$ cat config.mk
export PLATFORM = sky130hd
export DESIGN_NAME = reg_wb_queue
export DESIGN_NICKNAME = d
export VERILOG_FILES = /design/src/rtl/reg_wb_queue.sv
export SDC_FILE = /design/constraint.sdc
export NUM_CORES = 1
export LEC_CHECK = 0
export BUFFER_PORTS_ARGS = -buffer_cell sky130_fd_sc_hd__buf_2
export CAP_MARGIN = 20
export CORE_UTILIZATION = 35
export CTS_CLUSTER_DIAMETER = 150
export DETAILED_ROUTE_END_ITERATION = 12
export SLEW_MARGIN = 30
export SYNTH_ARGS = -nofsm -noshare
export SYNTH_HDL_FRONTEND = slang
export SYNTH_SLANG_ARGS = --single-unit
$ cat constraint.sdc
create_clock -name clk -period 8.7 [get_ports clk]
set_input_delay 1.305 -clock clk [delete_from_list [all_inputs] [get_ports clk]]
set_output_delay 1.305 -clock clk [all_outputs]
set_load 0.02 [all_outputs]
$ cat src/rtl/reg_wb_queue.sv
// Write-back queue in front of the register file's single write port: merges
// load and ALU writes in order and reports in-flight destinations to decode.
// Optional same-cycle bypass when the queue is empty: define WB_BYPASS_EN.
module reg_wb_queue #(
    parameter int pw    = 3,
    parameter int DEPTH = 4
) (
    input  logic                       clk,
    input  logic                       reset,
    input  logic                       alu_wr_en,
    input  logic [pw-1:0]              alu_wr_addr,
    input  logic [7:0]                 alu_dat,
    input  logic                       ld_wr_en,
    input  logic [pw-1:0]              ld_wr_addr,
    input  logic [7:0]                 ld_dat,
    output logic                       rf_wr_en,
    output logic [pw-1:0]              rf_wr_addr,
    output logic [7:0]                 rf_dat,
    input  logic [pw-1:0]              chk_addr,
    output logic                       chk_pending,
    output logic                       stall,
    output logic [$clog2(DEPTH+1)-1:0] count,
    output logic                       ovf
);

    localparam int AW = $clog2(DEPTH);
    localparam int CW = $clog2(DEPTH+1);

    logic [DEPTH-1:0] r_valid;
    logic [pw-1:0]    r_addr [DEPTH];
    logic [7:0]       r_dat  [DEPTH];
    logic [AW-1:0]    r_head;
    logic [AW-1:0]    r_tail;
    logic [CW-1:0]    r_count;
    logic             r_ovf;

    logic             w_pop;
    logic [CW:0]      w_free;
    logic             w_byp_ld;
    logic             w_byp_alu;
    logic             w_ld_req;
    logic             w_alu_req;
    logic             w_ld_acc;
    logic             w_alu_acc;
    logic             w_drop;
    logic [1:0]       w_push_cnt;
    logic [AW-1:0]    w_alu_slot;

    // Head pops every cycle the queue holds anything.
    assign w_pop = (r_count != '0);

    // Slots available to this cycle's pushes, counting the slot freed by the pop.
    assign w_free = (CW+1)'(DEPTH) - {1'b0, r_count} + (CW+1)'(w_pop);

`ifdef WB_BYPASS_EN
    // Only the oldest request skips an empty queue; reset silences it.
    assign w_byp_ld  = ~reset & (r_count == '0) & ld_wr_en;
    assign w_byp_alu = ~reset & (r_count == '0) & ~ld_wr_en & alu_wr_en;
`else
    assign w_byp_ld  = 1'b0;
    assign w_byp_alu = 1'b0;
`endif

    assign w_ld_req   = ld_wr_en  & ~w_byp_ld;
    assign w_alu_req  = alu_wr_en & ~w_byp_alu;

    // Load is older, so it claims space first; ALU needs a slot beyond it.
    assign w_ld_acc   = w_ld_req  & (w_free > '0);
    assign w_alu_acc  = w_alu_req & (w_free > (CW+1)'(w_ld_acc));
    assign w_drop     = (w_ld_req & ~w_ld_acc) | (w_alu_req & ~w_alu_acc);
    assign w_push_cnt = {1'b0, w_ld_acc} + {1'b0, w_alu_acc};
    assign w_alu_slot = w_ld_acc ? r_tail + AW'(1) : r_tail;

    // NOTE: every output of this block gets a default first so no latch is inferred.
    always_comb begin
        rf_wr_en   = 1'b0;
        rf_wr_addr = '0;
        rf_dat     = '0;
        if (w_byp_ld) begin
            rf_wr_en   = 1'b1;
            rf_wr_addr = ld_wr_addr;
            rf_dat     = ld_dat;
        end else if (w_byp_alu) begin
            rf_wr_en   = 1'b1;
            rf_wr_addr = alu_wr_addr;
            rf_dat     = alu_dat;
        end else if (w_pop) begin
            rf_wr_en   = 1'b1;
            rf_wr_addr = r_addr[r_head];
            rf_dat     = r_dat[r_head];
        end
    end

    // The entry retiring this cycle is still pending until its edge.
    always_comb begin
        chk_pending = 1'b0;
        for (int i = 0; i < DEPTH; i++) begin
            if (r_valid[i] && (r_addr[i] == chk_addr)) begin
                chk_pending = 1'b1;
            end
        end
    end

    assign stall = (r_count > CW'(DEPTH - 2));
    assign count = r_count;
    assign ovf   = r_ovf;

    // NOTE: state updates use non-blocking assignments so every register
    // samples the pre-edge values of its neighbours.
    always_ff @(posedge clk or posedge reset) begin
        if (reset) begin
            r_valid <= '0;
            r_head  <= '0;
            r_tail  <= '0;
            r_count <= '0;
            r_ovf   <= 1'b0;
        end else begin
            // Clear before set: when full, the popped slot is refilled this edge.
            if (w_pop) begin
                r_valid[r_head] <= 1'b0;
                r_head          <= r_head + AW'(1);
            end
            if (w_ld_acc) begin
                r_valid[r_tail] <= 1'b1;
            end
            if (w_alu_acc) begin
                r_valid[w_alu_slot] <= 1'b1;
            end
            r_tail  <= r_tail + AW'(w_push_cnt);
            r_count <= r_count + CW'(w_push_cnt) - CW'(w_pop);
            if (w_drop) begin
                r_ovf <= 1'b1;
            end
        end
    end

    // NOTE: the payload array has no reset; the valid bits alone say
    // which slots hold meaningful data.
    always_ff @(posedge clk) begin
        if (w_ld_acc) begin
            r_addr[r_tail] <= ld_wr_addr;
            r_dat[r_tail]  <= ld_dat;
        end
        if (w_alu_acc) begin
            r_addr[w_alu_slot] <= alu_wr_addr;
            r_dat[w_alu_slot]  <= alu_dat;
        end
    end

endmodule

==> run metrics <==
outcome complete, no violations; net count after synthesis 598; post-DR vias/cell 6.00; Cell Area, Synth 0.00509 sq mm; Finished Layout Cells approximately 720; Setup WS pre-CTS 2.45 ns; clock latency on the worst-skew pair between 0.2 and 0.3 ns; Chip Width 123 um; Worst path slowest cell o21bai_1; clock skew 0.00506 ns; pin count of the biggest net entering global routing 87; Slew @ Worst Pin 0.950 ns; synth unique cells 37; setup TNS 0 ns; max_cap viols 0; CORE AREA 0.0140 sq mm; Die Y between 100 and 150 um; hpwl dp 10200 um; Final Max Tran Viols 0; via count 4287; instance count of the mapped netlist 552; GRT Total Usage 18.0%; Syn. warnings 0; crit-path cells or3_1 > inv_1 > ha_1 > inv_1 > ha_1 > nand4bb_4 > a221oi_4 > buf_4 > inv_4 > ha_1 > o21bai_1 > a22o_2 > ha_1 > inv_1 > ha_1 > inv_1 > ha_1 > fa_1 > xnor2_1 > xnor2_1; RSZ-0062 raised after global routing no; CP delay by family, top adder cells; Total Routed Length ~13000 um; most frequent CP cell ha_1; CP peak stage delay 0.65 ns; hold depth 1; clock-pin transition on the worst setup and hold timing paths 0.07 ns; Fmax achieved approximately 160 MHz; Worst Slack Setup Final 2.35 ns; grt total ovfl 0; critical path depth 20; Setup Buffers After CTS 0; initial drt markers 589; Initial Utilization 36.2%; synthesized flop and latch total 56; layout cell share with drive strength beyond 1 22.8%; DP Cell Count 707; number of global-route vias before repair 3751; die outline area roughly 0.015 sq mm; cts repair resizes 0; Slew headroom 36.4%; CTS root buf clkbuf_16; CTS sink cnt 56; largest fanout on the critical path 55; GP Congestion 0.860; register area share after synthesis between 30% and 40%; Min-Delay Path Class register to register; total CTS buffers 5; hold_buf cts 0; Post-synth EDFFs 44; clk buf depth 2; WP data arrival 6.56 ns; final hold vios 0; Layout Utilization 38.8%; antenna-violating nets left 0; Top-Level Pins 47; Top FF cell, synth edfxtp_1; Setup violations, final 0; first-pass GRT wire length a little over 20000 um; initial antenna violation count 0; R2R depth 20; Final nets between 500 and 600; Final Cycle Share 73.0%; Async SR Flop Fraction 21.4%; PortBufs 46; CP endpoint kind register; Crit path required time 8.91 ns; Wirelength per Cell 18.6 um; htree depth 2; Antenna Cells 0; Setup Crit Path Kind register to register; Tmin final 6.35 ns; DR DRC count 0; synth-to-layout area growth 7.16%; Core Rows between 40 and 50; Worst Setup Start Kind register; TritonCTS clock tree done; synthesized area per cell between 9 and 10 sq um; CP bufs+invs 6; DRT Pass-1 Iters 5
==> layer usage <==
metal	wire, um	vias to the layer above	track usage, %	share of wire (%)
li1	-	2010	-	-
met3	1100	18	2.32	8.2
met5	0	-	0	0
met4	202	0	4.73	1.5
met1	5870	2058	26.5	44
met2	6160	201	27.7	46
==> cell type report <==
| type | count | area, sq um |
|---|---|---|
| fillers | 1404 | 8590 |
| repair buffers | 52 | 275 |
| well taps | 180 | 225 |
| clock inverters | 3 | 68.8 |
| inverters | 27 | 104 |
| flip-flops and latches | 56 | 1620 |
| multi-input cells | 392 | 3030 |
| clock buffers | 5 | 125 |
==> cells by family (layout without fill, tap and decap cells) <==
logic type      Yosys count  after routing  share of synthesized area [%]
simple gates            226            226                           21.7
buf+inv                 104             87                           8.56
compound gates           77             77                           12.7
flops                    56             56                           31.9
mux                      55             55                           17.9
fa+ha+maj                17             17                           4.33
xor+xnor                 17             17                           2.93
==> path summary, 6_finish.rpt <==
| check | from | end | slack (ns) |
|---|---|---|---|
| max | count[2]$_DFF_PP0_ | count[2]$_DFF_PP0_ | 2.35 |
| min reg2reg | ovf$_DFFE_PP0P_ | ovf$_DFFE_PP0P_ | 0.50 |
| min | ovf$_DFFE_PP0P_ | ovf$_DFFE_PP0P_ | 0.50 |
| max in group asynchronous | reset | r_valid[1]$_DFF_PP0_ | 7.37 |
| max reg2reg | count[2]$_DFF_PP0_ | count[2]$_DFF_PP0_ | 2.35 |
| min in group asynchronous | reset | r_head[0]$_DFFE_PP0N_ | 1.01 |
==> cell usage after synthesis, types with 3 or more instances <==
cell type  number  area share [%]
and2_1         11             1.4
xnor2_1        17             2.9
dfrtp_1        12             5.9
nand3_1        44             4.3
buf_2           4            0.39
buf_6           5             1.1
nand2b_1        4            0.49
a31oi_1         4            0.49
a221oi_1       11             1.9
nor2_1          9            0.66
edfxtp_1       44              26
clkbuf_1       45             3.3
inv_1          25             1.8
o21ai_0         6            0.59
a41oi_1        44             7.6
buf_1          23             1.7
nand4_1        52             6.4
nand2_1       101             7.5
mux4_2         11             4.9
mux2_4         44              13
o211ai_1        3            0.44
ha_1           16             3.9
==> flip-flops by register name (all words and copies together), names as in the netlist <==
signal / cells
r_addr: 12
r_head: 2
r_tail: 2
count: 3
ovf: 1
r_valid: 4
r_dat: 32
==> stage by stage <==
step,hold slack [ns],cell area (sq um)
after floorplan,0.453,5090
after global placement,0.479,5260
after detailed placement,0.486,5260
after CTS,0.502,5450
after global routing,0.522,5450
final,0.497,5450
==> cell usage in the layout (no fill, tap or decap) <==
| cell | instances |
|---|---|
| o21ai_0 | 6 |
| edfxtp_1 | 44 |
| or3_1 | 1 |
| fa_1 | 1 |
| o211ai_1 | 3 |
| a31oi_1 | 4 |
| nand2b_1 | 4 |
| nand4_1 | 52 |
| inv_1 | 25 |
| mux4_2 | 11 |
| buf_4 | 6 |
| a21o_1 | 1 |
| ha_1 | 16 |
| a22o_2 | 1 |
| o21a_1 | 2 |
| buf_2 | 46 |
| clkinv_1 | 1 |
| xnor2_1 | 17 |
| clkbuf_16 | 5 |
| inv_6 | 1 |
| a41oi_1 | 44 |
| or2_2 | 2 |
| a221oi_1 | 11 |
| dfrtp_1 | 12 |
| bufinv_16 | 2 |
| o21bai_1 | 1 |
| a221oi_4 | 1 |
| nand4bb_4 | 1 |
| nor2b_1 | 1 |
| nor2_1 | 9 |
| nand3_1 | 44 |
| a311oi_1 | 1 |
| mux2_4 | 44 |
| a31o_2 | 1 |
| and2_1 | 11 |
| inv_4 | 1 |
| nand2_1 | 101 |
| o21ai_1 | 1 |
Power is not shown: default switching activity piles up to over one toggle a cycle in this logic, so the estimate is an artifact.
